==> src/rtl/sevenseg_scan_decoder.sv <==
// Receive-side decoder for a 4-digit multiplexed seven-segment bus: samples the scan,
// waits for each digit to dwell stably, decodes glyphs to BCD and flags bus errors.
module sevenseg_scan_decoder #(
    parameter int ACTIVE_LOW = 1,
    parameter int STABLE_CYC = 16,
    parameter int TIMEOUT    = 2**20
) (
    input  logic       clk,
    input  logic       rst,
    input  logic [6:0] led_seg,
    input  logic       a1,
    input  logic       a2,
    input  logic       a3,
    input  logic       a4,
    output logic [3:0] dig1,
    output logic [3:0] dig2,
    output logic [3:0] dig3,
    output logic [3:0] dig4,
    output logic [3:0] dig_valid,
    output logic       frame_done,
    output logic       ovl_err,
    output logic       bad_glyph,
    output logic       scan_lost
);

    localparam int   CW  = $clog2(STABLE_CYC + 1);
    localparam int   WW  = $clog2(TIMEOUT + 1);
    localparam logic INV = (ACTIVE_LOW != 0);

    logic [6:0]    seg_s, seg_p;
    logic [3:0]    an_s, an_p;
    logic [CW-1:0] cnt, cnt_nxt;
    logic          captured;
    logic [WW-1:0] wd, wd_nxt;
    logic [3:0]    mask, mask_set;
    logic [3:0]    digs [4];
    logic          an_one, an_many, same, capture, expire;
    logic [1:0]    sel;
    logic [4:0]    dec;

    // Returns {bad, value}; segments are active-high, ordered g..a.
    function automatic logic [4:0] decode(input logic [6:0] s);
        case (s)
            7'b0111111: decode = 5'h00;
            7'b0000110: decode = 5'h01;
            7'b1011011: decode = 5'h02;
            7'b1001111: decode = 5'h03;
            7'b1100110: decode = 5'h04;
            7'b1101101: decode = 5'h05;
            7'b1111101: decode = 5'h06;
            7'b0000111: decode = 5'h07;
            7'b1111111: decode = 5'h08;
            7'b1101111: decode = 5'h09;
            7'b0000000: decode = 5'h0F;
            default:    decode = 5'h1E;
        endcase
    endfunction

    always_comb begin
        an_one = 1'b0;
        sel    = 2'd0;
        for (int unsigned i = 0; i < 4; i++) begin
            if (an_s == 4'(1 << i)) begin
                an_one = 1'b1;
                sel    = 2'(i);
            end
        end
        an_many = (an_s != '0) && !an_one;
        same    = (seg_s == seg_p) && (an_s == an_p);

        if (!an_one)                         cnt_nxt = '0;
        else if (!same)                      cnt_nxt = CW'(1);
        else if (cnt == CW'(STABLE_CYC))     cnt_nxt = cnt;
        else                                 cnt_nxt = cnt + 1'b1;

        // One capture per dwell: the flag only survives while the sample stays unchanged.
        capture = an_one && (cnt_nxt == CW'(STABLE_CYC)) && !(same && captured);

        if (capture)                  wd_nxt = '0;
        else if (wd == WW'(TIMEOUT))  wd_nxt = wd;
        else                          wd_nxt = wd + 1'b1;
        expire = !capture && (wd_nxt == WW'(TIMEOUT));

        mask_set = mask | (4'b0001 << sel);
        dec      = decode(seg_s);
    end

    always_ff @(posedge clk or posedge rst) begin
        if (rst) begin
            seg_s      <= '0;
            seg_p      <= '0;
            an_s       <= '0;
            an_p       <= '0;
            cnt        <= '0;
            captured   <= 1'b0;
            wd         <= '0;
            mask       <= '0;
            for (int unsigned i = 0; i < 4; i++) digs[i] <= '0;
            dig_valid  <= '0;
            frame_done <= 1'b0;
            ovl_err    <= 1'b0;
            bad_glyph  <= 1'b0;
            scan_lost  <= 1'b0;
        end else begin
            seg_s      <= led_seg ^ {7{INV}};
            an_s       <= {a4, a3, a2, a1} ^ {4{INV}};
            seg_p      <= seg_s;
            an_p       <= an_s;
            cnt        <= cnt_nxt;
            captured   <= (an_one && same) ? (captured | capture) : capture;
            wd         <= wd_nxt;
            ovl_err    <= an_many;
            bad_glyph  <= capture && dec[4];
            frame_done <= 1'b0;
            if (capture) begin
                digs[sel]      <= dec[3:0];
                dig_valid[sel] <= 1'b1;
                scan_lost      <= 1'b0;
                if (mask_set == 4'hF) begin
                    frame_done <= 1'b1;
                    mask       <= '0;
                end else begin
                    mask <= mask_set;
                end
            end else if (expire) begin
                scan_lost <= 1'b1;
                dig_valid <= '0;
                mask      <= '0;
            end
        end
    end

    assign dig1 = digs[0];
    assign dig2 = digs[1];
    assign dig3 = digs[2];
    assign dig4 = digs[3];

endmodule

==> config.mk <==
export PLATFORM = sky130hd
export DESIGN_NAME = sevenseg_scan_decoder
export DESIGN_NICKNAME = d
export VERILOG_FILES = /design/src/rtl/sevenseg_scan_decoder.sv
export SDC_FILE = /design/constraint.sdc
export NUM_CORES = 1
export LEC_CHECK = 0
export CAP_MARGIN = 5
export CORE_MARGIN = 3
export CORE_UTILIZATION = 50
export CTS_CLUSTER_SIZE = 20
export DETAILED_ROUTE_END_ITERATION = 8
export PLACE_DENSITY_LB_ADDON = 0.15
export SLEW_MARGIN = 30
export SYNTH_ARGS = -nofsm -noshare
export SYNTH_HDL_FRONTEND = slang
export SYNTH_SLANG_ARGS = --single-unit
==> constraint.sdc <==
create_clock -name clk -period 7.02 [get_ports clk]
set_input_delay 0.702 -clock clk [delete_from_list [all_inputs] [get_ports clk]]
set_output_delay 0.702 -clock clk [all_outputs]
set_load 0.02 [all_outputs]
==> results.json <==
{
  "ys_seq_elements": 77,
  "setup_ws_ns": 4.00,
  "postSynthCellCount": 363,
  "cts_hold_buf": 0,
  "antenna_found_initial": 0,
  "yosys_most_used_dff": "dfrtp_1",
  "io_pins": 37,
  "r2r_slack_ns": 4.00,
  "drive_gt1_share_pct": 12.3,
  "power_leakage_nw": 1.96,
  "die_h_um": 92.7,
  "path_cells": "xor2_1 > o211ai_1 > a21boi_0 > and4b_1 > buf_4 > or2b_2 > nor4_4 > nor3_1",
  "design.die.area_um2": 8590,
  "syn_nets": 380,
  "grt_max_degree": 78,
  "synth.yosys.seq_area_share_pct": 51.3,
  "cts_buffers": 9,
  "grt_pass1_wl_um": 12200,
  "path_delay_family": "simple AND/OR/NAND/NOR gates",
  "path_buf_inv": 1,
  "drc": 0,
  "wl_per_cell_um": 14.7,
  "crit_fanout": 31,
  "max_stage_delay_ns": 0.53,
  "area_growth_pct": 17.4,
  "fin_skew_ns": 0.0116,
  "ys_warn_count": 0,
  "synthTopCellsByCount": "dfrtp_1, nor2_1, xnor2_1",
  "reg2reg_from": "an_s[3]$_DFF_PP0_",
  "port_buffers": 36,
  "avgSynthCellArea_um2": 10.4,
  "maxCapViolCount": 0,
  "fmax_mhz": 331,
  "r2r_end": "mask[2]$_DFFE_PP0P_",
  "clkLatencyLatePin_ns": 0.36,
  "ys_top_cells_by_area": "dfrtp_1, xnor2_1, mux2_2",
  "power_density_nw_per_um2": 201,
  "critPathCaptureType": "flip-flop",
  "routed_wl_um": 7280,
  "syn_area_um2": 3760,
  "yosys.area.top_type": "dfrtp_1",
  "h-tree-depth": 3,
  "place_inst": 478,
  "via_per_inst": 5.33,
  "die_w_um": 92.7,
  "worstMarginPinSlew_ns": 0.912,
  "slew_violations": 0,
  "holdPathEnd": "scan_lost$_DFFE_PP0P_",
  "clock_sink_count": 77,
  "dp_slack_ns": 3.98,
  "arrival_ns": 3.24,
  "ir_drop_v": 0.000126,
  "seq_area_um2": 1930,
  "multiInputGateArea_um2": 1680,
  "async_flop_share_pct": 100,
  "finalSetupViolCount": 0,
  "synth_edf_count": 0,
  "hold_path.class": "reg2reg",
  "gp_congestion": 0.815,
  "cp_slowest_cell": "nor4_4",
  "reg2regPathDepth": 8,
  "hp-start": "scan_lost$_DFFE_PP0P_",
  "nFillCells": 609,
  "min_period_over_period_pct": 43.1,
  "yosysMostFrequentCell": "dfrtp_1",
  "ys_types": 53,
  "diodes": 0,
  "crit_required_ns": 7.24,
  "fin_util_pct": 62.5,
  "setup_tns_ns": 0,
  "min_path_cells": 1,
  "status": "complete, no violations",
  "rsz0062_at_grt": "no",
  "vias": 2633,
  "std_cell_rows": 30,
  "period_needed_ns": 3.02,
  "initial_utilization_pct": 53.3,
  "cts.clk_slew.worst_paths_ns": 0.08,
  "relSlewSlack_pct": 38.3,
  "finalNonFillerCells": 494,
  "cp-start-kind": "flip-flop",
  "hold_violations": 0,
  "grt_pass1_vias": 2564,
  "final_antenna_net_count": 0,
  "cts_tree": "done",
  "post_cts_buffers": 0,
  "worst-setup-path-type": "reg2reg",
  "hpwlAfterDp_um": 5100,
  "drtIter0Drc": 136,
  "dr.pass1.iters": 4,
  "postCtsResizedCells": 0,
  "core_um2": 7060,
  "grt.total_usage_pct": 17.9,
  "grt-ovfl-total": 0,
  "layout.nets": 410,
  "cts_max_path_buffers": 2,
  "synth_top_area_share_pct": 51.3,
  "cts_root_buf": "clkbuf_8"
}
## final cells by class
class	count	share of cell area, %
Clock buffer	9	2.81
Clock inverter	7	2.41
Inverter	21	1.79
Multi-Input combinational cell	246	38.0
Sequential cell	77	43.7
Tap cell	96	2.72
Timing Repair Buffer	38	8.59
## cell usage in the layout (no fill, tap or decap), types with 3 or more instances in the layout
master and count:
dfrtp_1 77, clkdlybuf4s50_1 36, nand2b_1 4, inv_1 20
clkbuf_8 9, ha_1 4, nor4_1 3, xnor2_1 26
or3_1 3, mux2i_1 3, nor3_1 14, mux2_2 17
nor4_4 3, xor2_1 11, nor2_1 47, nor4b_1 5
nand4_1 9, nand3_1 17, a21oi_1 9, a31oi_1 4
and3_1 3, o21ai_0 7, nand2_1 16
## routing by layer
| metal | vias to the layer above | track usage, % | part of all wire, % |
|---|---|---|---|
| met5 | - | 0 | 0 |
| met4 | 0 | 7.94 | 2.1 |
| met3 | 14 | 4.14 | 4.5 |
| met2 | 52 | 27.3 | 46 |
| met1 | 1262 | 24.5 | 48 |
| li1 | 1305 | - | - |
## logic make-up after synthesis
group | count (synthesis) | share of synthesized area, %
muxes | 20 | 5.89
adders and majority gates | 5 | 1.60
DFF | 77 | 51.3
xor gates and xnor gates | 37 | 8.62
buffers and inverters | 40 | 4.13
and+or+nand+nor | 147 | 22.1
AOI/OAI and AO/OA | 37 | 6.39
## metrics by stage
stage	area (um^2)	hold WS (ns)	power, W
floorplan	3760	0.349	0.000495
global placement	4180	0.460	0.000510
detailed placement	4180	0.483	0.000511
CTS	4410	0.508	0.000894
global route	4410	0.537	0.000919
finish	4410	0.504	0.000885
## power by group
| part | total (W) | internal (W) | switching (W) | leakage, nW |
|---|---|---|---|---|
| registers | 0.000460 | 0.000450 | 0.0000100 | 1.01 |
| clock network | 0.000384 | 0.000206 | 0.000177 | 0.116 |
| logic | 0.0000406 | 0.0000193 | 0.0000213 | 0.841 |
## flip-flops by register name, summed over array words and instances, names as in the netlist, 5 cells and up
register,cells
seg_s,7
seg_p,7
cnt,5
wd,21
## worst max path at each step
| stage | cells after the start | end | from | slack, ns |
|---|---|---|---|---|
| finish | 8 | mask[2]$_DFFE_PP0P_ | an_s[3]$_DFF_PP0_ | 4.00 |
| global route | 8 | mask[0]$_DFFE_PP0P_ | an_s[3]$_DFF_PP0_ | 3.74 |
| CTS | 8 | mask[2]$_DFFE_PP0P_ | an_s[3]$_DFF_PP0_ | 3.97 |
| detailed placement | 8 | mask[0]$_DFFE_PP0P_ | an_s[3]$_DFF_PP0_ | 3.98 |
| global placement | 8 | mask[2]$_DFFE_PP0P_ | an_s[3]$_DFF_PP0_ | 3.96 |
| floorplan | 1 | an_p[0]$_DFF_PP0_ | rst | 4.35 |
No activity file was read; power rests on OpenSTA's default activity.
